--- config.mk ---
export PLATFORM = sky130hd
export DESIGN_NAME = mouse_src_arb_flat
export DESIGN_NICKNAME = d
export VERILOG_FILES = /design/src/rtl/mouse_arb_pkg.sv /design/src/rtl/mouse_src_arb_if.sv /design/src/rtl/mouse_arb_fifo.sv /design/src/rtl/mouse_src_arb.sv /design/src/flat_wrapper.sv
export SDC_FILE = /design/constraint.sdc
export NUM_CORES = 1
export LEC_CHECK = 0
export ABC_CLOCK_PERIOD_IN_PS = 3400
export BUFFER_PORTS_ARGS = -buffer_cell sky130_fd_sc_hd__buf_2
export CELL_PAD_IN_SITES_DETAIL_PLACEMENT = 1
export CELL_PAD_IN_SITES_GLOBAL_PLACEMENT = 2
export CORE_AREA = 2 2 158 160
export DETAILED_ROUTE_END_ITERATION = 16
export DIE_AREA = 0 0 160 162
export HOLD_SLACK_MARGIN = 0.08
export MAX_ROUTING_LAYER = met4
export PLACE_DENSITY_LB_ADDON = 0.1
export SLEW_MARGIN = 30
export SYNTH_ARGS = -nofsm -noshare
export SYNTH_HDL_FRONTEND = slang
export SYNTH_HIERARCHICAL = 1
export SYNTH_SLANG_ARGS = --single-unit
export TNS_END_PERCENT = 30
--- constraint.sdc ---
create_clock -name clk -period 3.4 [get_ports clk]
set_clock_uncertainty 0.1 [all_clocks]
set_input_delay 0 -clock clk [delete_from_list [all_inputs] [get_ports clk]]
set_output_delay 0 -clock clk [all_outputs]
set_load 0.02 [all_outputs]
--- src/rtl/mouse_arb_pkg.sv ---
`default_nettype none
// +------------------------------------------------------------------+
// | mouse_arb_pkg : payload field map, saturating merge, FSM states   |
// | Rev 1.0                                                           |
// +------------------------------------------------------------------+
package mouse_arb_pkg;

  localparam int BTN_MSB     = 2;
  localparam int BTN_LSB     = 0;
  localparam int ALWAYS1_BIT = 3;
  localparam int XSGN_BIT    = 4;
  localparam int YSGN_BIT    = 5;
  localparam int XOVR_BIT    = 6;
  localparam int YOVR_BIT    = 7;
  localparam int X_LSB       = 8;
  localparam int X_MSB       = 15;
  localparam int Y_LSB       = 16;
  localparam int Y_MSB       = 23;
  localparam int STROBE_BIT  = 24;

  typedef logic [23:0] payload_t;

  typedef enum logic [0:0] {
    IDLE = 1'b0,
    GAP  = 1'b1
  } arb_state_e;

  // Signed 9-bit add clamped to -256..+255; overflow shows as s[9] != s[8].
  function automatic logic [8:0] sat9_add(input logic [8:0] a, input logic [8:0] b);
    logic [9:0] s;
    s = {a[8], a} + {b[8], b};
    if (s[9] != s[8]) begin
      sat9_add = s[9] ? 9'h100 : 9'h0FF;
    end else begin
      sat9_add = s[8:0];
    end
  endfunction

  function automatic payload_t merge_pkt(input payload_t old_p, input payload_t new_p);
    logic [8:0] x;
    logic [8:0] y;
    payload_t   r;
    x = sat9_add({old_p[XSGN_BIT], old_p[X_MSB:X_LSB]}, {new_p[XSGN_BIT], new_p[X_MSB:X_LSB]});
    y = sat9_add({old_p[YSGN_BIT], old_p[Y_MSB:Y_LSB]}, {new_p[YSGN_BIT], new_p[Y_MSB:Y_LSB]});
    r                  = '0;
    r[Y_MSB:Y_LSB]     = y[7:0];
    r[X_MSB:X_LSB]     = x[7:0];
    r[YOVR_BIT]        = 1'b0;
    r[XOVR_BIT]        = 1'b0;
    r[YSGN_BIT]        = y[8];
    r[XSGN_BIT]        = x[8];
    r[ALWAYS1_BIT]     = 1'b1;
    r[BTN_MSB:BTN_LSB] = new_p[BTN_MSB:BTN_LSB];
    return r;
  endfunction

endpackage
`default_nettype wire

--- src/rtl/mouse_src_arb_if.sv ---
`default_nettype none
// +------------------------------------------------------------------+
// | mouse_src_arb_if : source packet buses and forwarded packet bus   |
// | Rev 1.0                                                           |
// +------------------------------------------------------------------+
interface mouse_src_arb_if;
  logic [24:0] src0_mouse;
  logic [24:0] src1_mouse;
  logic [24:0] ps2_mouse_out;
  logic        owner;
  logic        busy;

  modport slave (
    input  src0_mouse,
    input  src1_mouse,
    output ps2_mouse_out,
    output owner,
    output busy
  );

  modport master (
    output src0_mouse,
    output src1_mouse,
    input  ps2_mouse_out,
    input  owner,
    input  busy
  );
endinterface
`default_nettype wire

--- src/rtl/mouse_arb_fifo.sv ---
`default_nettype none
// +------------------------------------------------------------------+
// | mouse_arb_fifo : 2-entry packet buffer, merges into newest on full|
// | Rev 1.0                                                           |
// +------------------------------------------------------------------+
module mouse_arb_fifo
  import mouse_arb_pkg::*;
#(
  parameter int FIFO_DEPTH = 2
) (
  input  logic     clk,
  input  logic     reset_n,
  input  logic     push_i,
  input  payload_t data_i,
  input  logic     pop_i,
  output logic     empty_o,
  output payload_t head_o
);

  localparam logic [1:0] FULL_CNT = 2'(FIFO_DEPTH);

  payload_t   entry0_q, entry0_d;
  payload_t   entry1_q, entry1_d;
  logic [1:0] count_q, count_d;
  logic       w_pop;

  assign w_pop   = pop_i && (count_q != 2'd0);
  assign empty_o = (count_q == 2'd0);
  assign head_o  = entry0_q;

  always_comb begin
    entry0_d = entry0_q;
    entry1_d = entry1_q;
    count_d  = count_q;
    case ({push_i, w_pop})
      2'b11: begin
        // Pop and push together shift the queue; no merge needed.
        if (count_q == FULL_CNT) begin
          entry0_d = entry1_q;
          entry1_d = data_i;
        end else begin
          entry0_d = data_i;
        end
      end
      2'b10: begin
        if (count_q == 2'd0) begin
          entry0_d = data_i;
          count_d  = 2'd1;
        end else if (count_q == 2'd1) begin
          entry1_d = data_i;
          count_d  = 2'd2;
        end else begin
          entry1_d = merge_pkt(entry1_q, data_i);
        end
      end
      2'b01: begin
        entry0_d = entry1_q;
        count_d  = count_q - 2'd1;
      end
      default: ;
    endcase
  end

  always_ff @(posedge clk or negedge reset_n) begin
    if (!reset_n) begin
      entry0_q <= '0;
      entry1_q <= '0;
      count_q  <= 2'd0;
    end else begin
      entry0_q <= entry0_d;
      entry1_q <= entry1_d;
      count_q  <= count_d;
    end
  end

endmodule
`default_nettype wire

--- src/rtl/mouse_src_arb.sv ---
`default_nettype none
// +------------------------------------------------------------------+
// | mouse_src_arb : two-source PS/2 mouse packet arbiter with pacing  |
// | Option: MOUSE_ARB_BTN_LOCK_EN enables button-hold ownership lock. |
// | Rev 1.0                                                           |
// +------------------------------------------------------------------+
module mouse_src_arb
  import mouse_arb_pkg::*;
#(
  parameter int GAP_TICKS  = 64,
  parameter int FIFO_DEPTH = 2
) (
  input  logic            clk,
  input  logic            reset_n,
  input  logic            ce,
  mouse_src_arb_if.slave  bus
);

  localparam logic [11:0] GAP_LAST = 12'(GAP_TICKS - 1);

  logic [24:0] w_src   [2];
  payload_t    w_head  [2];
  logic [1:0]  w_push;
  logic [1:0]  w_empty;
  logic [1:0]  w_pop;
  logic [1:0]  w_elig;
  logic        w_sel;

  logic        primed_q;
  logic [1:0]  tog_q;
  arb_state_e  state_q, state_d;
  logic [11:0] cnt_q, cnt_d;
  logic [24:0] out_q, out_d;
  logic        owner_q, owner_d;
  logic        rr_q, rr_d;
`ifdef MOUSE_ARB_BTN_LOCK_EN
  logic        lock_q, lock_d;
`endif

  assign w_src[0] = bus.src0_mouse;
  assign w_src[1] = bus.src1_mouse;

  // History is captured on the first clock after reset so a strobe level
  // present at release is never mistaken for a new packet.
  always_ff @(posedge clk or negedge reset_n) begin
    if (!reset_n) begin
      primed_q <= 1'b0;
      tog_q    <= 2'b00;
    end else begin
      primed_q <= 1'b1;
      tog_q    <= {w_src[1][STROBE_BIT], w_src[0][STROBE_BIT]};
    end
  end

  generate
    for (genvar gi = 0; gi < 2; gi++) begin : g_src
      assign w_push[gi] = primed_q && (w_src[gi][STROBE_BIT] != tog_q[gi]);

      mouse_arb_fifo #(
        .FIFO_DEPTH (FIFO_DEPTH)
      ) u_fifo (
        .clk     (clk),
        .reset_n (reset_n),
        .push_i  (w_push[gi]),
        .data_i  (w_src[gi][23:0]),
        .pop_i   (w_pop[gi]),
        .empty_o (w_empty[gi]),
        .head_o  (w_head[gi])
      );
    end
  endgenerate

  always_comb begin
    w_elig = ~w_empty;
`ifdef MOUSE_ARB_BTN_LOCK_EN
    if (lock_q) begin
      w_elig = owner_q ? (~w_empty & 2'b10) : (~w_empty & 2'b01);
    end
`endif
  end

  always_comb begin
    state_d = state_q;
    cnt_d   = cnt_q;
    out_d   = out_q;
    owner_d = owner_q;
    rr_d    = rr_q;
    w_pop   = 2'b00;
    w_sel   = (&w_elig) ? rr_q : w_elig[1];
`ifdef MOUSE_ARB_BTN_LOCK_EN
    lock_d  = lock_q;
`endif
    case (state_q)
      IDLE: begin
        if (|w_elig) begin
          w_pop[w_sel] = 1'b1;
          out_d        = {~out_q[STROBE_BIT], w_head[w_sel]};
          owner_d      = w_sel;
          rr_d         = ~w_sel;
`ifdef MOUSE_ARB_BTN_LOCK_EN
          lock_d       = |w_head[w_sel][BTN_MSB:BTN_LSB];
`endif
          cnt_d        = 12'd0;
          state_d      = GAP;
        end
      end
      GAP: begin
        if (ce) begin
          cnt_d = cnt_q + 12'd1;
          if (cnt_q == GAP_LAST) begin
            state_d = IDLE;
          end
        end
      end
      default: state_d = IDLE;
    endcase
  end

  always_ff @(posedge clk or negedge reset_n) begin
    if (!reset_n) begin
      state_q <= IDLE;
      cnt_q   <= 12'd0;
      out_q   <= '0;
      owner_q <= 1'b0;
      rr_q    <= 1'b0;
`ifdef MOUSE_ARB_BTN_LOCK_EN
      lock_q  <= 1'b0;
`endif
    end else begin
      state_q <= state_d;
      cnt_q   <= cnt_d;
      out_q   <= out_d;
      owner_q <= owner_d;
      rr_q    <= rr_d;
`ifdef MOUSE_ARB_BTN_LOCK_EN
      lock_q  <= lock_d;
`endif
    end
  end

  assign bus.ps2_mouse_out = out_q;
  assign bus.owner         = owner_q;
  assign bus.busy          = (state_q == GAP);

endmodule
`default_nettype wire

--- src/flat_wrapper.sv ---
// flat-port wrapper written by rule: the top's interface ports become plain ports
module mouse_src_arb_flat import mouse_arb_pkg::*;
#(
  parameter int GAP_TICKS  = 64,
  parameter int FIFO_DEPTH = 2
)
  (clk, reset_n, ce, bus_src0_mouse, bus_src1_mouse, bus_ps2_mouse_out, bus_owner, bus_busy);
  mouse_src_arb_if bus_i ();
  input  logic clk;
  input  logic reset_n;
  input  logic ce;
  input wire logic [$bits(bus_i.src0_mouse)-1:0] bus_src0_mouse;
  input wire logic [$bits(bus_i.src1_mouse)-1:0] bus_src1_mouse;
  output wire logic [$bits(bus_i.ps2_mouse_out)-1:0] bus_ps2_mouse_out;
  output wire logic [$bits(bus_i.owner)-1:0] bus_owner;
  output wire logic [$bits(bus_i.busy)-1:0] bus_busy;
  assign bus_i.src0_mouse = bus_src0_mouse;
  assign bus_i.src1_mouse = bus_src1_mouse;
  assign bus_ps2_mouse_out = bus_i.ps2_mouse_out;
  assign bus_owner = bus_i.owner;
  assign bus_busy = bus_i.busy;
  mouse_src_arb #(.GAP_TICKS(GAP_TICKS), .FIFO_DEPTH(FIFO_DEPTH)) u_core (.clk(clk), .reset_n(reset_n), .ce(ce), .bus(bus_i));
endmodule
==> impl_metrics.tcl, run 1 <==
set metrics [dict create \
    critPathTopFamily "simple AND/OR/NAND/NOR gates" \
    syn_inst 978 \
    diodes 0 \
    ios 80 \
    final_antenna_net_count 0 \
    viasPerCell 5.63 \
    cts_tree "done" \
    p_comb_frac 0.456 \
    setup_violations 0 \
    pwr-share-seq 0.329 \
    dr.pass1.iters 4 \
    synth_edf_count 0 \
    grt_pass1_vias 8535 \
    synth_cell_types 75 \
    route.detailed.drc 0 \
    final_common_cell "dfrtp_1" \
    fin_nets 1204 \
    synthToLayoutAreaGrowth_pct 20.8 \
    cp_max_fo 9 \
    critPathCaptureType "register" \
    min_period_over_period 0.875 \
    fmax_ghz 0.336 \
    synth_area_sq_mm 0.00934 \
    num_vias 8077 \
    status "complete, no violations" \
    slew_viol_final 0 \
    crit_type "reg2reg" \
    portBuffers 79 \
    r2r-start "u_core/g_src[0].u_fifo/count_q[0]" \
    start_util 0.387 \
    async_flop_share 1.00 \
    timing.rr.end "u_core/g_src[0].u_fifo/entry1_q[10]" \
    power-per-cell-area_mw_per_mm2 768 \
    cts-root-buf "clkbuf_16" \
    reg2regPathDepth 10 \
    post_drt_wl_per_cell_um 20.0 \
    nFillCells 2806 \
    cts.sinks 143 \
    yosys_warnings 6 \
    cp-start-kind "register" \
    hold_viol 0 \
    synthFlopType "dfrtp_1" \
    endpoint "u_core/g_src[0].u_fifo/entry1_q[10]" \
    overflow 0 \
    peakVddDrop_uv 360 \
    cp_num_buf_inv 3 \
    crit_chain "inv_1 -> ha_1 -> buf_4 -> nand2b_1 -> ha_1 -> nand2b_1 -> nor3_1 -> buf_4 -> nand3_1 -> o311ai_1" \
    path_clk_slew_ps 70 \
    cts_htree_levels 4 \
    final_core_util 0.468 \
    fin_tns_setup_ps 0 \
    hold_class "in2async" \
    drv_cap 0 \
    reg2reg_slack_ps 420 \
    ys_ff_latch 143 \
    crit_start "u_core/g_src[0].u_fifo/count_q[0]" \
    p_switching_mw 3.59 \
    crit_arrival_ps 3220 \
    mostFrequentLayoutCells "dfrtp_1 (143), nand2_1 (92), buf_2 (78), mux2i_1 (66), a21o_1 (53)" \
    leakagePower_nw 5.51 \
    clk_latency_ps 430 \
    rows 57 \
    routed_wirelength_mm 28.7 \
    grt_pass1_wl_mm 47.4 \
    tightest_slew_ps 806 \
    antenna_found_initial 0 \
    power_mw 8.66 \
    place_congestion 0.802 \
    core_sq_mm 0.0241 \
    grt_max_degree 83 \
    avgSynthCellArea_sq_um 9.55 \
    drt_first_iter_violations 406 \
    critical_path_depth 10 \
    p_int_mw 5.07 \
    clock_tree.buffer_depth 2 \
    synthesis.nets 1084 \
    crit_path_top_delay_cell "dfrtp_1" \
    die_y_um 162 \
    numCtsBuffers 17 \
    period_needed_ps 2980 \
    seq_area_frac_synth 0.383 \
    die-area_sq_mm 0.0259 \
    dp_hpwl_mm 20.8 \
    die_w_um 160 \
    critPathMaxStageDelay_ps 390 \
    drive_gt1_frac 0.165 \
    cp_data_required_time_ps 3640 \
    max_slew_margin 0.463 \
    rsz0062_at_grt "false" \
    swShare 0.415 \
    grt_usage 0.238 \
    pwr-share-clk 0.215 \
]
[how the worst min path moves through the flow]
stage | from | endpoint | slack (ps) | depth (start not counted)
5_1_grt | reset_n | u_core/cnt_q[9] | 130 | 2
3_5_place_dp | reset_n | u_core/cnt_q[9] | 8 | 1
6_report | reset_n | u_core/cnt_q[9] | 80 | 2
2_1_floorplan | reset_n | u_core/bus.busy | -400 | 0
3_3_place_gp | reset_n | u_core/cnt_q[9] | 10 | 1
4_1_cts | reset_n | u_core/cnt_q[9] | 110 | 2
[through the flow]
stage	hold WS [ps]	std cells	cell area [sq um]	setup WS (ps)
detailed placement	8.29	1351	10200	318
finish	77.6	1435	11300	425
global placement	9.97	1351	10200	404
global route	135	1435	11300	134
floorplan	-396	978	9340	492
CTS	110	1435	11300	274
[synth_stat cells, drive strengths merged (3+ instances only)]
master  instances  area, sq um
dfrtp         143         3580
nand2          93          352
mux2i          66          661
o21ai          56          288
a21o           53          398
a21oi          51          274
a221oi         49          442
ha             49          613
a211oi         44          330
clkbuf         43          161
nor2           40          153
inv            30          113
and3           23          144
buf            22          118
nand3          19         95.1
nor2b          16          108
nor3           16          100
o211ai         13          103
a221o          12          120
nand2b         12         75.1
or3            12         75.1
a31oi          11         81.3
xnor2          10         87.6
xor2           10         95.1
o21a            9         67.6
nand4           8         50.1
a22oi           7         57.6
and2            6         40.0
nand3b          5         37.5
o31ai           5         42.5
fa              4         80.1
o22ai           4         25.0
mux2            3         33.8
o31a            3         26.3
[layout make-up]
class	instances	area, sq um	share of cell area
clock buffers	18	429	0.0381
clock inverters	14	143	0.0126
repair buffers	166	1210	0.107
inverters	30	113	0.00999
flip-flops and latches	143	3580	0.317
well taps	324	405	0.0359
multi-input cells	740	5400	0.479
[metal layers]
layer	vias to the layer above	global-route usage	wire length [um]
li1	3918	-	-
met1	4012	0.324	14000
met2	114	0.373	13400
met4	0	0.0667	586
met5	-	-	0
met3	33	0.0322	700
[timing repair]
action | CTS | global route
hold buffers | 52 | 0
endpoints found under the hold margin | 232 | 0
buffers inserted | 0 | 0
setup endpoints to repair | 0 | 1
resized for setup | 0 | 1
[cell families after synthesis]
group,share of synthesized area
muxes,0.0744
and+or+nand+nor,0.138
other,0.000402
DFF,0.383
AOI/OAI and AO/OA,0.266
xor gates and xnor gates,0.0196
adders and majority gates,0.0765
buffers and inverters,0.0419
[power by group through the flow]
stage / Sequential (mW) / Clock, mW / Combinational (mW)
floorplan: 2.69 / 0 / 2.96
global placement: 2.87 / 0 / 3.86
detailed placement: 2.89 / 0 / 3.92
CTS: 2.86 / 1.90 / 3.99
global route: 2.93 / 1.97 / 4.45
finish: 2.85 / 1.86 / 3.95
[flip-flops by register name (all words and copies together), names as in the netlist]
name                          count
u_core/bus.ps2_mouse_out         25
u_core/bus.busy                   1
u_core/rr_q                       1
u_core/g_src.u_fifo/head_o       48
u_core/cnt_q                     12
u_core/bus.owner                  1
u_core/primed_q                   1
u_core/tog_q                      2
u_core/g_src.u_fifo/entry1_q     48
u_core/g_src.u_fifo/count_q       4
Note: power is estimated with default switching activity, not from simulation.
==> run 2, diff against run 1 <==
Settings changed: RECOVER_POWER set to 100.
==> run 2 against run 1 <==
  * The flow now finishes with violations (capacitance limit, slew limit)
  * Worst setup slack worse by 77 ps
  * Combinational power is 1% lower
  * Worst hold slack better by 100 ps
  * Global-route usage stayed put
  * Core utilization is 0.51 points lower
  * Fmax is 2.5% lower
==> impl_metrics.tcl, run 2 (same netlist as run 1, synthesis figures left out) <==
set metrics [dict create \
    die-area_sq_mm 0.0259 \
    route.detailed.drc 0 \
    viasPerCell 5.64 \
    endpoint "u_core/g_src[0].u_fifo/entry1_q[12]" \
    mostFrequentLayoutCells "dfrtp_1 (143), nand2_1 (92), mux2i_1 (66), a21o_1 (53), dlygate4sd3_1 (52)" \
    core_sq_mm 0.0241 \
    cts-root-buf "clkbuf_16" \
    final_antenna_net_count 0 \
    hold_viol 0 \
    portBuffers 79 \
    dr.pass1.iters 4 \
    ios 80 \
    min_period_over_period 0.898 \
    overflow 0 \
    crit_arrival_ps 3220 \
    diodes 0 \
    fmax_ghz 0.328 \
    clock_tree.buffer_depth 2 \
    setup_violations 0 \
    cts_tree "done" \
    routed_wirelength_mm 28.8 \
    num_vias 8089 \
    final_common_cell "dfrtp_1" \
    violations "capacitance limit, slew limit" \
    critPathCaptureType "register" \
    reg2regPathDepth 13 \
    peakVddDrop_uv 355 \
    power-per-cell-area_mw_per_mm2 773 \
    max_slew_margin -0.419 \
    critPathMaxStageDelay_ps 370 \
    clk_latency_ps 440 \
    place_congestion 0.802 \
    swShare 0.417 \
    pwr-share-clk 0.216 \
    synthToLayoutAreaGrowth_pct 19.5 \
    dpl-instance-area_sq_mm 0.0102 \
    cp_data_required_time_ps 3570 \
    path_clk_slew_ps 70 \
    critical_path_depth 13 \
    timing.rr.end "u_core/g_src[0].u_fifo/entry1_q[12]" \
    p_int_mw 5.03 \
    final_area_sq_mm 0.0112 \
    cp_num_buf_inv 3 \
    drv_cap 1 \
    dp_hpwl_mm 20.8 \
    p_switching_mw 3.59 \
    hold_start "bus_src0_mouse[24]" \
    cp_max_fo 22 \
    worst_hold_slack_ps 178 \
    power_mw 8.62 \
    cp-start-kind "register" \
    cts_htree_levels 4 \
    p_comb_frac 0.453 \
    tightest_slew_ps 2130 \
    status "finished, violations left" \
    die_y_um 162 \
    leakagePower_nw 5.35 \
    place_ws_ps 318 \
    antenna_found_initial 0 \
    reg2reg_slack_ps 350 \
    period_needed_ps 3050 \
    numCtsBuffers 17 \
    setup_slack_ps 348 \
    fin_tns_setup_ps 0 \
    r2r-start "u_core/g_src[0].u_fifo/count_q[0]" \
    fin_nets 1204 \
    start_util 0.387 \
    post_drt_wl_per_cell_um 20.1 \
    drt_first_iter_violations 471 \
    cts.sinks 143 \
    rows 57 \
    rsz0062_at_grt "false" \
    crit_start "u_core/g_src[0].u_fifo/count_q[0]" \
    crit_path_top_delay_cell "dfrtp_1" \
    critPathTopFamily "simple AND/OR/NAND/NOR gates" \
    slew_viol_final 83 \
    grt_pass1_vias 8535 \
    pwr-share-seq 0.331 \
    crit_chain "inv_1 -> ha_1 -> a21oi_1 -> and2_0 -> nand2b_1 -> inv_1 -> ha_1 -> nor2b_1 -> a211oi_2 -> clkbuf_2 -> and3_1 -> a21oi_1 -> o311ai_0" \
    drive_gt1_frac 0.129 \
    die_w_um 160 \
    hold_class "in2reg" \
    grt_max_degree 83 \
    grt_pass1_wl_mm 47.4 \
    grt_usage 0.238 \
    crit_type "reg2reg" \
]
## run 2: through the flow
stage	instances	util
floorplan	978	-
global placement	1351	0.422
detailed placement	1351	0.422
CTS	1435	0.468
global route	1435	0.463
finish	1435	0.463
## run 2: cell type report
class / count / area, sq um
fill: 2821 / 13000
timing repair buffer: 166 / 1110
inverter: 30 / 113
multi-input combinational: 740 / 5380
clock buffer: 18 / 429
tap: 324 / 405
clock inverter: 14 / 143
sequential: 143 / 3580
## run 2: worst min path at each step
stage / end / slack (ps) / cells past startpoint
after detailed placement: u_core/cnt_q[9] / 8 / 1
final: u_core/tog_q[0] / 180 / 2
after global routing: u_core/tog_q[0] / 180 / 2
after floorplan: u_core/bus.busy / -400 / 0
after CTS: u_core/cnt_q[9] / 110 / 2
after global placement: u_core/cnt_q[9] / 10 / 1
## run 2: timing repair
action | in CTS | in global routing
gates resized for setup | 0 | 1
setup endpoints to repair | 0 | 1
buffers inserted | 0 | 0
hold endpoints to repair | 232 | 0
hold buffers | 52 | 0
## run 2: metal layers
layer | global-route usage | routed length, um
met5 | - | 0
met4 | 0.0667 | 603
met3 | 0.0322 | 548
met2 | 0.373 | 13400
met1 | 0.324 | 14200
## run 2: worst reg2reg max path, cell delays in order, from the launching register on
cell      delay (ps)
dfrtp_1          370
inv_1             90
ha_1             270
a21oi_1          200
and2_0           160
nand2b_1          90
inv_1            150
ha_1             190
nor2b_1          320
a211oi_2          90
clkbuf_2         330
and3_1           300
a21oi_1          100
o311ai_0         130
## run 2: power by group through the flow
| stage | combinational [mW] | clock, mW | sequential (mW) |
|---|---|---|---|
| finish | 3.91 | 1.86 | 2.85 |
| global route | 4.40 | 1.97 | 2.93 |
| CTS | 3.99 | 1.90 | 2.86 |
| detailed placement | 3.92 | 0 | 2.89 |
| global placement | 3.86 | 0 | 2.87 |
| floorplan | 2.96 | 0 | 2.69 |
==> run 3, diff against run 2 <==
Settings changed: CORE_AREA 2 2 158 160 to 2 2 156 158, CTS_BUF_LIST set to sky130_fd_sc_hd__clkbuf_4, DIE_AREA 0 0 160 162 to 0 0 158 160.
==> run 3 against run 2 <==
  * The flow still finishes with violations (capacitance limit, slew limit)
  * Critical path depth down 1
  * Cell count up 0.91%
  * Largest cell class unchanged
  * Cell area down 1.6%
  * Fmax down 2.3%
  * Critical endpoint is now u_core/g_src[0].u_fifo/head_o[15]
  * Core utilization down 0.20 points
  * First-iteration DRC count down 25%
  * Sequential share of layout area up 0.53 points
  * Die area down 2.5%
  * Combinational power about the same
  * Register-to-register slack worse by 70 ps
  * Sequential cell count unchanged
==> impl_metrics.tcl, run 3 (same netlist as run 1, synthesis figures left out) <==
set metrics [dict create \
    hold_viol 0 \
    cp_data_required_time_ps 3790 \
    dp.cells 1349 \
    clk_latency_ps 570 \
    num_vias 8176 \
    leakagePower_nw 5.26 \
    critical_path_depth 12 \
    overflow 0 \
    place_ws_ps 296 \
    core_sq_mm 0.0238 \
    grt_max_degree 78 \
    numCtsBuffers 17 \
    critPathTopFamily "compound AO/OA/AOI/OAI gates" \
    final_core_util 0.461 \
    slew_viol_final 145 \
    reg2regPathDepth 12 \
    path_clk_slew_ps 140 \
    multiInputGateArea_sq_mm 0.00539 \
    max_slew_margin -0.316 \
    timing.rr.end "u_core/g_src[0].u_fifo/head_o[15]" \
    start_util 0.392 \
    die-area_sq_mm 0.0253 \
    viasPerCell 5.65 \
    ios 80 \
    drt_first_iter_violations 354 \
    worst_hold_slack_ps 146 \
    tightest_slew_ps 1970 \
    crit_chain "inv_1 -> ha_1 -> buf_4 -> a21oi_1 -> and2_0 -> nand2b_1 -> inv_1 -> ha_1 -> clkbuf_2 -> a221oi_1 -> a211oi_1 -> a21o_1" \
    period_needed_ps 3120 \
    cts_setup_buffers 0 \
    antenna_found_initial 3 \
    critPathMaxStageDelay_ps 550 \
    status "finished, violations left" \
    dr.pass1.iters 4 \
    setup_violations 0 \
    route.detailed.drc 0 \
    dpl-instance-area_sq_mm 0.0102 \
    post_drt_wl_per_cell_um 19.6 \
    clock_tree.buffer_depth 2 \
    grt_usage 0.240 \
    cts_htree_levels 4 \
    routed_wirelength_mm 28.4 \
    setup_slack_ps 277 \
    fin_tns_setup_ps 0 \
    dp_hpwl_mm 20.7 \
    crit_path_top_delay_cell "a211oi_1" \
    rows 57 \
    cts_tree "done" \
    layoutNonFillerInstCount 1448 \
    min_period_over_period 0.919 \
    crit_type "reg2reg" \
    crit_start "u_core/g_src[0].u_fifo/count_q[0]" \
    fin_nets 1214 \
    final_area_sq_mm 0.0110 \
    power-per-cell-area_mw_per_mm2 712 \
    die_y_um 160 \
    nFillCells 2823 \
    cp_max_fo 16 \
    hold_class "in2reg" \
    cts.sinks 143 \
    power_mw 7.81 \
    peakVddDrop_uv 295 \
    synthToLayoutAreaGrowth_pct 17.5 \
    drv_cap 2 \
    die_w_um 158 \
    mostFrequentLayoutCells "dfrtp_1 (143), nand2_1 (92), mux2i_1 (66), dlygate4sd3_1 (63), a21o_1 (53)" \
    cp-start-kind "register" \
    place_congestion 0.845 \
    cts-root-buf "clkbuf_4" \
    violations "capacitance limit, slew limit" \
    endpoint "u_core/g_src[0].u_fifo/head_o[15]" \
    final_antenna_net_count 0 \
    drive_gt1_frac 0.128 \
    critPathCaptureType "register" \
    grt_pass1_wl_mm 46.6 \
    r2r-start "u_core/g_src[0].u_fifo/count_q[0]" \
    seqCellArea_sq_mm 0.00358 \
    cp_num_buf_inv 4 \
    grt_pass1_vias 8428 \
    crit_arrival_ps 3510 \
    reg2reg_slack_ps 280 \
    portBuffers 79 \
    fmax_ghz 0.320 \
    final_common_cell "dfrtp_1" \
]
==> run 3: final cells by class <==
cell class | instances | area share
antenna | 3 | 0.000684
clock buffer | 18 | 0.0123
clock inverter | 14 | 0.0108
inverter | 30 | 0.0103
multi-input combinational | 740 | 0.491
sequential | 143 | 0.326
tap | 324 | 0.0369
timing repair buffer | 176 | 0.112
==> run 3: worst reg2reg max path, delay by kind of cell (launching register included) <==
kind / cells / cell delay, ps
DFF: 1 / 430
adders and majority gates: 2 / 590
and+or+nand+nor: 2 / 290
buffers and inverters: 4 / 760
AOI/OAI and AO/OA: 4 / 880
==> run 3: how the worst min path moves through the flow <==
stage                                  from                                  to  slack (ps)  cells past startpoint
final                     bus_src1_mouse[6]  u_core/g_src[1].u_fifo/entry1_q[6]         150                      4
after global routing      bus_src1_mouse[7]  u_core/g_src[1].u_fifo/entry1_q[7]         110                      4
after CTS                 bus_src1_mouse[6]  u_core/g_src[1].u_fifo/entry1_q[6]         110                      4
after detailed placement            reset_n                     u_core/cnt_q[5]         -40                      1
after global placement              reset_n                    u_core/cnt_q[10]         -50                      1
after floorplan                     reset_n                     u_core/bus.busy        -400                      0
==> run 3: power breakdown <==
part | total (mW) | leakage [nW] | switching, mW | internal, mW
sequential | 2.85 | 1.78 | 0.573 | 2.28
clock | 1.05 | 0.134 | 0.677 | 0.368
combinational | 3.92 | 3.35 | 2.20 | 1.72
==> run 3: metal layers <==
layer	part of all wire	vias up	global-route usage
met4	0.0091	0	0.0479
met1	0.49	4102	0.338
met3	0.027	12	0.0309
met5	0	-	-
li1	-	3947	-
met2	0.47	115	0.372
==> run 3: timing repair <==
action                                  4_1_cts  5_1_grt
endpoints found under the setup margin        0        5
hold buffers                                 64        0
resized for setup                             0        2
endpoints found under the hold margin       254        0
